$ cat config.mk
export PLATFORM = sky130hd
export DESIGN_NAME = audio_i2s_tx
export DESIGN_NICKNAME = d
export VERILOG_FILES = /design/src/rtl/audio_pkg.sv /design/src/rtl/audio_i2s_tx.sv
export SDC_FILE = /design/constraint.sdc
export NUM_CORES = 1
export LEC_CHECK = 0
export ABC_AREA = 1
export BUFFER_PORTS_ARGS = -buffer_cell sky130_fd_sc_hd__buf_4
export CORE_MARGIN = 10
export CORE_UTILIZATION = 40
export DETAILED_ROUTE_END_ITERATION = 6
export GPL_ROUTABILITY_DRIVEN = 0
export GPL_TIMING_DRIVEN = 1
export PLACE_DENSITY = 0.59
export REMOVE_ABC_BUFFERS = 1
export SLEW_MARGIN = 15
export SYNTH_ARGS = -nofsm -noshare
export SYNTH_HDL_FRONTEND = slang
export SYNTH_SLANG_ARGS = --single-unit
$ cat constraint.sdc
create_clock -name clk -period 2.2 [get_ports clk]
set_input_delay 0.55 -clock clk [delete_from_list [all_inputs] [get_ports clk]]
set_output_delay 0.55 -clock clk [all_outputs]
set_load 0.005 [all_outputs]
$ cat src/rtl/audio_pkg.sv
// Shared audio constants for the PSG and the I2S serializer, plus the
// slot-to-sample-bit mapping used on the serial line.
package audio_pkg;
   localparam int SAMPLE_WIDTH    = 16;
   localparam int SLOT_WIDTH      = 32;
   localparam int SLOTS_PER_FRAME = 64;
   localparam int SLOT_W          = $clog2(SLOTS_PER_FRAME);

   // Standard I2S: the MSB sits one slot after the word-select edge, and the
   // slots after the LSB are zero padding.
   function automatic logic slot_bit(input logic [SLOT_W-1:0]       slot,
                                     input logic [SAMPLE_WIDTH-1:0] l,
                                     input logic [SAMPLE_WIDTH-1:0] r);
      int                      s;
      logic [SAMPLE_WIDTH-1:0] sh;
      s  = int'(slot);
      sh = '0;
      if (s >= 1 && s <= SAMPLE_WIDTH)
         sh = l << (s - 1);
      else if (s >= SLOT_WIDTH + 1 && s <= SLOT_WIDTH + SAMPLE_WIDTH)
         sh = r << (s - SLOT_WIDTH - 1);
      return sh[SAMPLE_WIDTH-1];
   endfunction
endpackage

$ cat src/rtl/audio_i2s_tx.sv
// Stereo I2S transmitter: divides clk into the bit clock, latches one L/R pair
// per 64-slot frame and shifts it out MSB first with the one-bit I2S delay.
module audio_i2s_tx
   import audio_pkg::*;
#(
   parameter int BCK_DIV = 4
) (
   input  logic        clk,
   input  logic        rst,
   input  logic        enable,
   input  logic [15:0] left_audio,
   input  logic [15:0] right_audio,
   output logic        next_sample,
   output logic        i2s_bck,
   output logic        i2s_lrck,
   output logic        i2s_data
);
   localparam int               DIV_W   = (BCK_DIV > 1) ? $clog2(BCK_DIV) : 1;
   localparam logic [DIV_W-1:0] DIV_MAX = DIV_W'(BCK_DIV - 1);

   logic [DIV_W-1:0]        div_cnt_q, div_cnt_d;
   logic                    phase_q, phase_d;
   logic [SLOT_W-1:0]       slot_q, slot_d;
   logic [SAMPLE_WIDTH-1:0] hold_l_q, hold_l_d;
   logic [SAMPLE_WIDTH-1:0] hold_r_q, hold_r_d;
   logic                    next_sample_q, next_sample_d;
   logic                    bck_q, bck_d;
   logic                    lrck_q, lrck_d;
   logic                    data_q, data_d;
   logic                    frame_start;

   always_comb begin
      div_cnt_d     = div_cnt_q;
      phase_d       = phase_q;
      slot_d        = slot_q;
      hold_l_d      = hold_l_q;
      hold_r_d      = hold_r_q;
      next_sample_d = 1'b0;
      bck_d         = 1'b0;
      lrck_d        = 1'b0;
      data_d        = 1'b0;
      frame_start   = enable && (slot_q == '0) && !phase_q && (div_cnt_q == '0);

      if (!enable) begin
         // Idle: counters parked at frame start, holding registers kept.
         div_cnt_d = '0;
         phase_d   = 1'b0;
         slot_d    = '0;
      end else begin
         next_sample_d = frame_start;
         data_d        = data_q;
         if (frame_start) begin
            hold_l_d = left_audio;
            hold_r_d = right_audio;
         end
         if (div_cnt_q == DIV_MAX) begin
            div_cnt_d = '0;
            phase_d   = ~phase_q;
            // Falling bck edge: advance the slot and present its bit, so data
            // is stable for the whole high half that follows.
            if (phase_q) begin
               slot_d = slot_q + SLOT_W'(1);
               data_d = slot_bit(slot_d, hold_l_q, hold_r_q);
            end
         end else begin
            div_cnt_d = div_cnt_q + DIV_W'(1);
         end
         bck_d  = phase_d;
         lrck_d = (slot_d >= SLOT_W'(SLOT_WIDTH));
      end
   end

   always_ff @(posedge clk) begin
      if (rst) begin
         div_cnt_q     <= '0;
         phase_q       <= 1'b0;
         slot_q        <= '0;
         hold_l_q      <= '0;
         hold_r_q      <= '0;
         next_sample_q <= 1'b0;
         bck_q         <= 1'b0;
         lrck_q        <= 1'b0;
         data_q        <= 1'b0;
      end else begin
         div_cnt_q     <= div_cnt_d;
         phase_q       <= phase_d;
         slot_q        <= slot_d;
         hold_l_q      <= hold_l_d;
         hold_r_q      <= hold_r_d;
         next_sample_q <= next_sample_d;
         bck_q         <= bck_d;
         lrck_q        <= lrck_d;
         data_q        <= data_d;
      end
   end

   assign next_sample = next_sample_q;
   assign i2s_bck     = bck_q;
   assign i2s_lrck    = lrck_q;
   assign i2s_data    = data_q;
endmodule

Word-level counts from Yosys, hierarchy flattened
Index checks and enable logic that the tools add are counted.
{ "totals": {"inputBits": 35, "register_bits": 44, "output_inout_bits": 4, "wordCells": 40} }
{ "op_classes": {"eq_ne": 1, "bitwise": 2, "n_addsub": 5, "n_mux": 5, "reduce_logical": 12, "n_shift": 2, "n_lt_le_gt_ge": 5} }
{ "op_table": {"columns": ["operator", "count"], "rows": [
  ["16-bit by 32-bit left shift with 16-bit output", 2],
  ["16-bit two-way mux", 2],
  ["6-bit two-way mux", 3],
  ["6-bit greater-or-equal comparator, second input constant", 2],
  ["7-bit by 2-bit subtractor with 8-bit output, second input constant", 1],
  ["6-bit by 1-bit subtractor with 7-bit output, second input constant", 1],
  ["6-bit by 6-bit subtractor with 7-bit output, second input constant", 1],
  ["6-bit by 1-bit adder with 6-bit output, second input constant", 1],
  ["6-bit by 1-bit greater-or-equal comparator with 1-bit output, second input constant", 1],
  ["6-bit by 5-bit less-or-equal comparator with 1-bit output, second input constant", 1],
  ["6-bit less-or-equal comparator, second input constant", 1],
  ["6-bit zero test", 1],
  ["1-bit logical AND", 5],
  ["2-bit AND reduction", 2],
  ["3-bit OR reduction", 1],
  ["2-bit by 1-bit adder with 2-bit output, second input constant", 1],
  ["2-bit equality test, second input constant", 1],
  ["2-bit zero test", 1],
  ["1-bit NOT", 2],
  ["2-bit OR reduction", 1],
  ["1-bit zero test", 1]
]} }

Depth between registers and ports, before layout
Gate-level depths: netlist of run 1.
{ "depth": {"ltp_word": 6, "mapped_depth": 17, "mapped_depth_nobuf": 14} }

Worst setup path before layout of run 1
OpenSTA, ideal clock, no wires.
{ "synth_timing": {"path_kind": "register -> register", "from": "register slot_q[0]", "to": "register data_q (netlist: i2s_data)", "path_buffers": 3, "arrival_ns": 1.915, "stages_incl_launch_ff": 17, "period_less_slack_ns": 2.027, "required_ns": 2.088, "setup_ns": 0.112, "setup_slack_ns": 0.173, "cell_sequence": "dfxtp_1 -> clkbuf_1 -> inv_1 -> buf_2 -> ha_1 -> buf_2 -> nand2_1 -> inv_1 -> nor2_1 -> nand2_1 -> nand2_1 -> nand2_1 -> nand3_1 -> nand3_1 -> nand2_1 -> nand2_1 -> nand2_1"} }
{ "synth_via": {"elab_chain_cells": 6, "word_cells_on_any_way": 14, "cone_classes": "4 x add/sub; 4 x order compare; 2 x shift; 2 x mux; 2 x reduce/logical"} }
{ "synth_rtl": {"columns": ["element", "line", "rtl"], "rows": [
  ["start, declared", "audio_i2s_tx.sv:23", "logic [SLOT_W-1:0] slot_q, slot_d;"],
  ["start signal, assigned", "audio_i2s_tx.sv:87", "slot_q <= slot_d;"],
  ["6-bit by 1-bit adder with 6-bit output (*)", "audio_i2s_tx.sv:62", "slot_d = slot_q + SLOT_W'(1);"],
  ["6-bit by 6-bit subtractor with 7-bit output", "audio_pkg.sv:21", "sh = r << (s - SLOT_WIDTH - 1);"],
  ["7-bit by 2-bit subtractor with 8-bit output", "audio_pkg.sv:21", null],
  ["16-bit by 32-bit left shift with 16-bit output", "audio_pkg.sv:21", null],
  ["16-bit two-way mux", "audio_pkg.sv:20", "else if (s >= SLOT_WIDTH + 1 && s <= SLOT_WIDTH + SAMPLE_WIDTH)"],
  ["16-bit two-way mux (*)", "audio_pkg.sv:18", "if (s >= 1 && s <= SAMPLE_WIDTH)"],
  ["end signal, assigned", "audio_i2s_tx.sv:93", "data_q <= data_d;"],
  ["end, declared", "audio_i2s_tx.sv:29", "logic data_q, data_d;"]
]} }
Mark *: on every way between the ends. The rest lies on a longest branch, timed or not.
A chain may end at the register's enable or synchronous reset.

Final worst setup path of run 1
Ends and elaborated chain as after synthesis.

==> run summary, run 1 <==
status - finished clean
delay-heaviest family, CP - simple AND/OR/NAND/NOR gates
H-tree depth - 2
area taken by multi-input logic gates - 1130 µm²
area added between synthesis and finish - 20.5%
cell chosen for the clock root - sky130_fd_sc_hd__clkbuf_8
pin count of the biggest net entering global routing - 33
RSZ-0062 raised after global routing - false
clock edge transition at the registers on the reported setup and hold paths - 90 ps
transition time at the pin with the least slew margin - 489 ps
Final Critical Period - 1890 ps
Buf+Inv Stages, Crit Path - 1
worst-case setup margin in the final layout - 307 ps
Hold Vio Cnt, Final - 0
Critical Path Source Type - flop
CTS Hold Buffers Added - 0
Post-Route WL - 5310 µm
power per cell area - 635 nW/µm²
worst-case clock buffer depth - 2
post-synthesis sequential area ratio - 39.8%
sort of element at the end of the critical path - flop
DRT Pass-1 Iters - 4
setup-violating endpoint count in the final report - 0
routed length per placed instance - 12.2 µm
number of diodes - 0
GRT overflow - 0
core area - 5440 µm²
share of the synthesized area in the top cell type - 39.8%
Pleak - 1.24 nW
Max-slew headroom - 67.3%
row count - 27
post-route DRC violation count - 0
Worst path most repeated cell - sky130_fd_sc_hd__nand2_1
Crit-path slowest cell - sky130_fd_sc_hd__nor2_1
Ys Warns - 0
Post-DP HPWL - 3990 µm
worst supply voltage drop on vdd - 0.307 mV
Die Ht - 94.4 µm
total instance count after detailed placement - 429
Max Clock Skew - 7.25 ps
Register Area - 881 µm²
filler cell count in the final layout - 582
initial antenna violation count - 0
final max-slew violation count - 0
TritonCTS clock tree - done
Num Clock Sinks - 44
Min-Delay Path Class - primary input to flop
total standard cell area after synthesis - 2210 µm²
Gates resized, CTS repair - 0
commonest cells after routing, fill and taps aside - sky130_fd_sc_hd__nand2_1, sky130_fd_sc_hd__nor2_1, sky130_fd_sc_hd__buf_4
die outline area - 8900 µm²
maximum achievable frequency - 528 MHz
wire length of the first global-routing pass - 9290 µm
post-detailed-route count of antenna-violating nets - 0
count of buffers added by post-CTS timing repair for setup - 0
Critical Path AT - 2090 ps
number of clock buffers inserted by TritonCTS - 5
effective utilization at floorplan - 40.7%
number of top-level design ports - 39
GR Util All Layers - 12.6%
flip-flop and latch count after synthesis - 44
via count of the first global-routing pass - 2123
WHS - 449 ps
post-synth cell types - 21
cells traversed along the worst timing path - inv_1 > ha_1 > nor2_1 > nor2_1 > nand2_1 > nand3_1 > nand2_1 > nand2_1 > nand3_1 > nand2_1 > nand2_1 > nand2_1
most common cell after layout, fill and taps aside - sky130_fd_sc_hd__nand2_1
Synth Instances - 325
overall die width - 94.4 µm
Port Buffers - 38
share of cells above drive strength 1 - 24.4%
cell accounting for the most synthesized area - sky130_fd_sc_hd__dfxtp_1
Period Utilization, post-route - 86.0%
CP Class - flop to flop
CP peak stage delay - 420 ps
top fanout value on the critical path - 8
Avg Inst Size Synth - 6.81 µm²
number of standard cells in the final layout excluding fillers - 437
NumNets Final - 404
initial detailed-routing violation count - 90
pre-CTS setup slack - 242 ps
Data required, critical path - 2400 ps
post-DR vias/cell - 4.74
count of maximum capacitance violations - 0
total via count in the routed design - 2071
Area contributors post-synth - sky130_fd_sc_hd__dfxtp_1, sky130_fd_sc_hd__nand2_1, sky130_fd_sc_hd__nor2_1
insertion delay of the later-clocked pin in the worst-skew pair - 300 ps
power after layout - 0.00169 W
stage by stage:
step                      setup TNS, ps  utilization, %  instance area (µm²)
final                                 0            49.0                 2670
after global routing                  0            49.0                 2670
after CTS                             0            49.0                 2670
after detailed placement              0            47.2                 2570
after global placement                0            47.2                 2570
after floorplan                   -5870               -                 2120
final timing paths:
path                                            endpoint  depth (start not counted)  slack (ps)                    start
worst max-delay path               i2s_data$_SDFFE_PP0P_                         12         310     slot_q[0]$_SDFF_PP0_
worst min-delay path            hold_r_q[9]$_SDFFE_PP0P_                          3         450           right_audio[9]
worst max register to register     i2s_data$_SDFFE_PP0P_                         12         310     slot_q[0]$_SDFF_PP0_
worst min register to register   div_cnt_q[0]$_SDFF_PP0_                          1         460  div_cnt_q[0]$_SDFF_PP0_
area by class of cell:
type                            count  area share [%]
Clock buffer                        6            3.10
Clock inverter                      2           0.563
Tap cell                           72            3.38
Timing Repair Buffer               47            13.2
Inverter                           29            4.08
Sequential cell                    44            33.1
Multi-Input combinational cell    237            42.6
flip-flops by register name, summed over array words and instances, names as in the netlist:
name and flops:
i2s_bck 1, hold_r_q 16, i2s_lrck 1, next_sample 1, hold_l_q 16, slot_q 6
i2s_data 1, div_cnt_q 2
routing by layer:
metal  GRT usage, %  share of wire, %  vias to the layer above
li1               -                 -                     1103
met1           15.0                49                      920
met2           20.8                45                       40
met3           3.81               4.4                        8
met4           5.19               2.1                        0
met5              0                 0                        -
cells by family (layout without fill, tap and decap cells):
kind of cell	after synthesis	in the layout	synth area share, %
flip-flops	44	44	39.8
AO/OA/AOI/OAI	47	47	11.1
buffers and inverters	44	84	8.94
adder cells (fa/ha/maj)	5	5	2.83
AND/OR/NAND/NOR	185	185	37.3
synthesized netlist by cell type, drive strengths merged:
library cell	number
a21oi	6
buf	11
clkbuf	4
dfxtp	44
ha	5
inv	29
nand2	75
nand3	19
nand4	3
nor2	83
nor3	1
nor3b	2
nor4	1
o211ai	1
o21ai	34
o22ai	6
or4	1
report_power, final:
group          leakage, nW  internal, W  total (W)  switching, W
Combinational        0.834     0.000120   0.000274      0.000154
Clock               0.0434     0.000254   0.000535      0.000281
Sequential           0.362     0.000855   0.000885     0.0000297
tightest hold or removal path, stage by stage:
cell and delay [ps]:
sky130_fd_sc_hd__buf_4 70, sky130_fd_sc_hd__nor2_1 30, sky130_fd_sc_hd__nor2_1 60
(Power assumes the default switching activity.)
==> inputs of run 2 (changes only) <==
Settings changed: ABC_AREA 1 to 0, CORE_ASPECT_RATIO set to 0.6, PLACE_DENSITY 0.59 to 0.6.
==> run 2 against run 1 <==
First-iteration DRC count is 16% lower; worst hold slack better by 7.3 ps; total power is 8.7% lower; global-route usage is 1.8 points lower; largest power group unchanged; highest routed layer unchanged.
==> run summary, run 2 <==
final standard cell utilization of the core - 50.1% (+1.1 points)
effective utilization at floorplan - 41.6% (+0.95 points)
post-synthesis sequential area ratio - 41.7% (+1.8 points)
most used flip-flop cell after synthesis - sky130_fd_sc_hd__dfxtp_1
core area - 5080 µm² (-6.6%)
Die Ht - 76.3 µm (-19%)
CP peak stage delay - 560 ps (+140 ps)
count of maximum capacitance violations - 0 (unchanged)
Critical Path AT - 2220 ps (+130 ps)
cell accounting for the most synthesized area - sky130_fd_sc_hd__dfxtp_1
Period Utilization, post-route - 93.0% (+7.0 points)
number of top-level design ports - 39 (unchanged)
clock edge transition at the registers on the reported setup and hold paths - 80 ps (about the same)
setup-violating endpoint count in the final report - 0 (unchanged)
cell chosen for the clock root - sky130_fd_sc_hd__clkbuf_8
NumNets Final - 322 (-20%)
number of diodes - 0 (unchanged)
cell with the most instances after synthesis - sky130_fd_sc_hd__nand2_1
Avg Inst Size Synth - 8.53 µm² (+25%)
H-tree depth - 2 (unchanged)
pin count of the biggest net entering global routing - 34 (+3.0%)
number of standard cells in the final layout excluding fillers - 349 (-20%)
DRT Pass-1 Iters - 5 (+1)
count of buffers added by post-CTS timing repair for setup - 0 (unchanged)
routed length per placed instance - 13.7 µm (+12%)
status - finished clean
power after layout - 0.00155 W (-8.7%)
cells traversed along the worst timing path - inv_1 > ha_4 > buf_4 > mux4_1 > nand2_1 > a21boi_0 > o21ai_1 > o211ai_1
total standard cell area after synthesis - 2110 µm² (-4.4%)
Buf+Inv Stages, Crit Path - 2 (+1)
number of clock buffers inserted by TritonCTS - 5 (unchanged)
initial antenna violation count - 0 (unchanged)
power per cell area - 608 nW/µm² (-4.4%)
area added between synthesis and finish - 20.4% (about the same)
Ys Warns - 0 (unchanged)
capturing element of the worst setup path - i2s_data$_SDFFE_PP0P_
largest registers ranked by flip-flop count - hold_l_q (16), hold_r_q (16), slot_q (6)
Hold Vio Cnt, Final - 0 (unchanged)
initial detailed-routing violation count - 76 (-16%)
Port Buffers - 38 (unchanged)
transition time at the pin with the least slew margin - 499 ps (+10.3 ps)
worst-case clock buffer depth - 2 (unchanged)
Synth Instances - 248 (-24%)
RSZ-0062 raised after global routing - false
Crit-path slowest cell - sky130_fd_sc_hd__mux4_1
critical register-to-register path startpoint - slot_q[0]$_SDFF_PP0_
Post-DP HPWL - 3440 µm (-14%)
sort of element at the end of the critical path - flop
via count of the first global-routing pass - 1651 (-22%)
post-detailed-route count of antenna-violating nets - 0 (unchanged)
die outline area - 8690 µm² (-2.4%)
overall die width - 114 µm (+21%)
post-route DRC violation count - 0 (unchanged)
most common cell after layout, fill and taps aside - sky130_fd_sc_hd__nand2_1
Max Clock Skew - 5.72 ps (-1.53 ps)
post-route cell area - 2550 µm² (-4.5%)
row count - 20 (-26%)
flip-flop and latch count after synthesis - 44 (unchanged)
maximum achievable frequency - 489 MHz (-7.5%)
final max-slew violation count - 0 (unchanged)
total via count in the routed design - 1747 (-16%)
TritonCTS clock tree - done
launch point of the critical path - slot_q[0]$_SDFF_PP0_
wire length of the first global-routing pass - 7870 µm (-15%)
delay-heaviest family, CP - multiplexers
Critical Path Source Type - flop
EDFF count, synth - 0 (unchanged)
filler cell count in the final layout - 500 (-14%)
Max-slew headroom - 66.7% (-0.61 points)
GRT overflow - 0 (unchanged)
placed cell areas - 2440 µm² (-5.1%)
Data required, critical path - 2370 ps (-30 ps)
worst-case setup margin in the final layout - 154 ps (-154 ps)
Min-Delay Path Class - flop to flop
GR Util All Layers - 10.9% (-1.8 points)
most frequent cells after synthesis - sky130_fd_sc_hd__nand2_1, sky130_fd_sc_hd__dfxtp_1, sky130_fd_sc_hd__a21oi_1
Post-Route WL - 4760 µm (-10%)
worst supply voltage drop on vdd - 0.212 mV (-31%)
post-DR vias/cell - 5.01 (+5.6%)
Pleak - 0.987 nW (-20%)
number of gates on the worst path with buffers counted - 8 (-4)
insertion delay of the later-clocked pin in the worst-skew pair - 290 ps (about the same)
CTS Hold Buffers Added - 0 (unchanged)
commonest cells after routing, fill and taps aside - sky130_fd_sc_hd__nand2_1, sky130_fd_sc_hd__buf_4, sky130_fd_sc_hd__dfxtp_1
CP Class - flop to flop
Final Critical Period - 2050 ps (+154 ps)
reg2reg path depth - 8 (-4)
total instance count after detailed placement - 341 (-21%)
post-synth cell types - 41 (+95%)
top fanout value on the critical path - 7 (-1)
Num Clock Sinks - 44 (unchanged)
share of cells above drive strength 1 - 23.0% (-1.4 points)
setup slack of the most critical reg-to-reg path - 150 ps (-150 ps)
share of the synthesized area in the top cell type - 41.7% (+1.8 points)
share of synthesized registers carrying an async set or reset - 0% (unchanged)
FF-to-FF End - i2s_data$_SDFFE_PP0P_
pre-CTS setup slack - 68.8 ps (-173 ps)
Area contributors post-synth - sky130_fd_sc_hd__dfxtp_1, sky130_fd_sc_hd__nand2_1, sky130_fd_sc_hd__a21oi_1
## run 2: cell count changes after synthesis, moves of 6 or more
cell	change
sky130_fd_sc_hd__a21oi_1	+30
sky130_fd_sc_hd__inv_1	-21
sky130_fd_sc_hd__nand3_1	-19
sky130_fd_sc_hd__nor2_1	-46
sky130_fd_sc_hd__nor2_2	-28
sky130_fd_sc_hd__o21ai_0	-29
sky130_fd_sc_hd__o22ai_1	-6
## run 2: worst min-delay path by stage
| stage | from | end | slack (ps) | cells after the start |
|---|---|---|---|---|
| 3_5_place_dp | div_cnt_q[0]$_SDFF_PP0_ | div_cnt_q[0]$_SDFF_PP0_ | 450 | 1 |
| 5_1_grt | div_cnt_q[0]$_SDFF_PP0_ | div_cnt_q[0]$_SDFF_PP0_ | 470 | 1 |
| 4_1_cts | div_cnt_q[0]$_SDFF_PP0_ | div_cnt_q[0]$_SDFF_PP0_ | 460 | 1 |
| 3_3_place_gp | hold_l_q[15]$_SDFFE_PP0P_ | hold_l_q[15]$_SDFFE_PP0P_ | 440 | 2 |
| 6_report | div_cnt_q[0]$_SDFF_PP0_ | div_cnt_q[0]$_SDFF_PP0_ | 460 | 1 |
| 2_1_floorplan | hold_l_q[12]$_SDFFE_PP0P_ | hold_l_q[12]$_SDFFE_PP0P_ | 430 | 2 |
## run 2: layout make-up
| type | instances | area (µm²) | share of cell area, % |
|---|---|---|---|
| Clock buffer | 7 | 86.3 | 3.39 |
| Clock inverter | 1 | 7.51 | 0.295 |
| Inverter | 4 | 15.0 | 0.590 |
| Multi-Input combinational cell | 180 | 1120 | 44.0 |
| Sequential cell | 44 | 881 | 34.6 |
| Tap cell | 66 | 82.6 | 3.24 |
| Timing Repair Buffer | 47 | 353 | 13.9 |
## run 2: cell families after synthesis
group	after synthesis	share of synthesized area, %
multiplexers	8	9.05
XOR/XNOR	8	3.31
buffers and inverters	24	6.03
flip-flops	44	41.7
AO/OA/AOI/OAI	52	14.2
adder cells (fa/ha/maj)	5	2.96
AND/OR/NAND/NOR	107	22.8
## run 2: worst register-to-register path, cell delays in order, from the launching register on
cell and delay (ps):
sky130_fd_sc_hd__dfxtp_1 360, sky130_fd_sc_hd__inv_1 120, sky130_fd_sc_hd__ha_4 330, sky130_fd_sc_hd__buf_4 150
sky130_fd_sc_hd__mux4_1 560, sky130_fd_sc_hd__nand2_1 80, sky130_fd_sc_hd__a21boi_0 80, sky130_fd_sc_hd__o21ai_1 150
sky130_fd_sc_hd__o211ai_1 100
## run 2: what timing repair did
item,in CTS,in global routing
endpoints found under the setup margin,0,1
hold endpoints to repair,0,0
resized for setup,0,3
## run 2: layer usage
metal	part of all wire, %	wire [µm]	GRT usage [%]	vias to the layer above
li1	-	-	-	903
met1	52	2470	15.6	794
met2	41	1950	14.1	46
met3	6.7	317	4.40	4
met4	0.65	31	3.24	0
met5	0	0	0	-
## run 2: report_power, final
part,internal (W),switching [W],leakage [nW]
clock,0.000255,0.000272,0.0445
combinational,0.0000861,0.0000797,0.582
sequential,0.000835,0.0000191,0.360
total,0.00118,0.000370,0.987
## run 2: metrics by stage
| step | hold slack (ps) | setup TNS, ps |
|---|---|---|
| global route | 466 | 0 |
| CTS | 458 | 0 |
| finish | 456 | 0 |
| floorplan | 425 | -174 |
| detailed placement | 446 | 0 |
| global placement | 438 | 0 |
==> inputs of run 3 (changes only) <==
Settings changed: CORE_UTILIZATION 40 to 52, PLACE_DENSITY 0.6 to 0.74.
==> run 3 against run 2 <==
Combinational power barely moved; sequential power barely moved; register-to-register slack barely moved; total power rose by 7.9%; critical path type unchanged; highest routed layer unchanged.
==> run summary, run 3 (synthesis results as in run 2) <==
Die Ht - 69.4 µm (-9.1%)
Max Clock Skew - 10.7 ps (+4.95 ps)
maximum achievable frequency - 490 MHz (+0.24%)
Period Utilization, post-route - 92.8% (-0.23 points)
die outline area - 7100 µm² (-18%)
DRT Pass-1 Iters - 4 (-1)
Data required, critical path - 2390 ps (+20 ps)
Post-DP HPWL - 3440 µm (-0.13%)
insertion delay of the later-clocked pin in the worst-skew pair - 300 ps (about the same)
via count of the first global-routing pass - 1722 (+4.3%)
Crit-path slowest cell - sky130_fd_sc_hd__dfxtp_2
Critical Path Source Type - flop
met3 Usage GRT - 5.56% (+1.2 points)
power per cell area - 651 nW/µm² (+7.1%)
cell chosen for the clock root - sky130_fd_sc_hd__clkbuf_8
largest registers ranked by flip-flop count - hold_l_q (16), hold_r_q (16), slot_q (6)
power after layout - 0.00167 W (+7.9%)
most heavily used metal layer in global routing - met2
initial detailed-routing violation count - 70 (-7.9%)
WHS - 456 ps (-0.0820 ps)
Pleak - 1.01 nW (+2.7%)
Worst path most repeated cell - sky130_fd_sc_hd__o211ai_1
CP peak stage delay - 340 ps (-220 ps)
CP Class - flop to flop
delay-heaviest family, CP - compound AO/OA/AOI/OAI gates
Port Buffers - 38 (unchanged)
GR Util All Layers - 13.6% (+2.7 points)
sort of element at the end of the critical path - flop
share of cells above drive strength 1 - 23.9% (+0.98 points)
wire length of the first global-routing pass - 7930 µm (+0.71%)
final max-slew violation count - 0 (unchanged)
Final Critical Period - 2040 ps (-4.96 ps)
initial antenna violation count - 0 (unchanged)
Min-Delay Path Class - flop to flop
area taken by multi-input logic gates - 1120 µm² (+0.33%)
global-route met2 utilization - 18.9% (+4.7 points)
Post-Route WL - 4770 µm (about the same)
count of maximum capacitance violations - 0 (unchanged)
GRT overflow - 0 (unchanged)
TritonCTS clock tree - done
transition time at the pin with the least slew margin - 492 ps (-6.92 ps)
Max-slew headroom - 67.2% (+0.46 points)
worst-case clock buffer depth - 2 (unchanged)
number of top-level design ports - 39 (unchanged)
routed length per placed instance - 14.4 µm (+5.5%)
number of diodes - 0 (unchanged)
row count - 17 (-15%)
post-detailed-route count of antenna-violating nets - 0 (unchanged)
effective utilization at floorplan - 55.8% (+14 points)
Hold Vio Cnt, Final - 0 (unchanged)
NumNets Final - 323 (+0.31%)
commonest cells after routing, fill and taps aside - sky130_fd_sc_hd__nand2_1, sky130_fd_sc_hd__buf_4, sky130_fd_sc_hd__dfxtp_1
worst supply voltage drop on vdd - 0.365 mV (+72%)
overall die width - 102 µm (-10%)
clock edge transition at the registers on the reported setup and hold paths - 90 ps (about the same)
filler cell count in the final layout - 315 (-37%)
total via count in the routed design - 1773 (+1.5%)
post-DR vias/cell - 5.36 (+7.0%)
number of clock buffers inserted by TritonCTS - 5 (unchanged)
status - finished clean
final standard cell utilization of the core - 67.8% (+18 points)
Num Clock Sinks - 44 (unchanged)
area added between synthesis and finish - 21.4%
most common cell after layout, fill and taps aside - sky130_fd_sc_hd__nand2_1
post-route DRC violation count - 0 (unchanged)
Buf+Inv Stages, Crit Path - 2 (unchanged)
core area - 3790 µm² (-25%)
setup-violating endpoint count in the final report - 0 (unchanged)
pin count of the biggest net entering global routing - 34 (unchanged)
RSZ-0062 raised after global routing - false
routing usage on met1 - 18.3% (+2.7 points)
Critical Path AT - 2230 ps (about the same)
top fanout value on the critical path - 9 (+2)
Register Area - 882 µm² (+0.14%)
H-tree depth - 2 (unchanged)
cells traversed along the worst timing path - inv_1 > ha_4 > buf_6 > or3_4 > o2111ai_2 > o211ai_2 > a21boi_1 > o211ai_1 > o211ai_1
count of buffers added by post-CTS timing repair for setup - 0 (unchanged)
-- run 3: final cells by class --
type                            instances  share of cell area (%)
Multi-Input combinational cell        180                    43.8
Timing Repair Buffer                   48                    14.2
Inverter                                4                   0.585
Tap cell                               47                    2.29
Clock buffer                            6                    3.22
Clock inverter                          2                    1.51
Sequential cell                        44                    34.4
-- run 3: timing repair --
action	CTS	global route
gates resized for setup	0	4
endpoints found under the hold margin	0	0
setup endpoints to repair	0	1
hold buffers	0	0
-- run 3: per-stage QoR --
stage / setup slack, ps / TNS, ps / cells / instance area (µm²)
after detailed placement: 30.9 / 0 / 323 / 2420
after global placement: 165 / 0 / 323 / 2420
final: 159 / 0 / 331 / 2570
after floorplan: -174 / -174 / 228 / 2000
after CTS: 9.51 / 0 / 331 / 2540
after global routing: 0.890 / 0 / 331 / 2570
-- run 3: power breakdown --
group	switching, W	internal [W]
combinational	0.0000808	0.0000875
sequential	0.0000188	0.000835
clock	0.000276	0.000371
total	0.000376	0.00129
-- run 3: layer usage --
layer	share of wire [%]	wire, µm
met2	42	2020
met5	0	0
met1	49	2350
met4	1.3	63
met3	6.9	327
-- run 3: worst min-delay path, cell delays in order, from the launching register on --
cell	delay, ps
sky130_fd_sc_hd__dfxtp_1	310
sky130_fd_sc_hd__nand2_1	50
sky130_fd_sc_hd__a21oi_1	50
-- run 3: path summary, 6_finish.rpt --
kind / startpoint / end / slack [ps] / depth (start not counted)
worst max register to register: slot_q[0]$_SDFF_PP0_ / i2s_data$_SDFFE_PP0P_ / 160 / 9
worst max-delay path: slot_q[0]$_SDFF_PP0_ / i2s_data$_SDFFE_PP0P_ / 160 / 9
worst min register to register: hold_l_q[4]$_SDFFE_PP0P_ / hold_l_q[4]$_SDFFE_PP0P_ / 460 / 2
worst min-delay path: hold_l_q[4]$_SDFFE_PP0P_ / hold_l_q[4]$_SDFFE_PP0P_ / 460 / 2
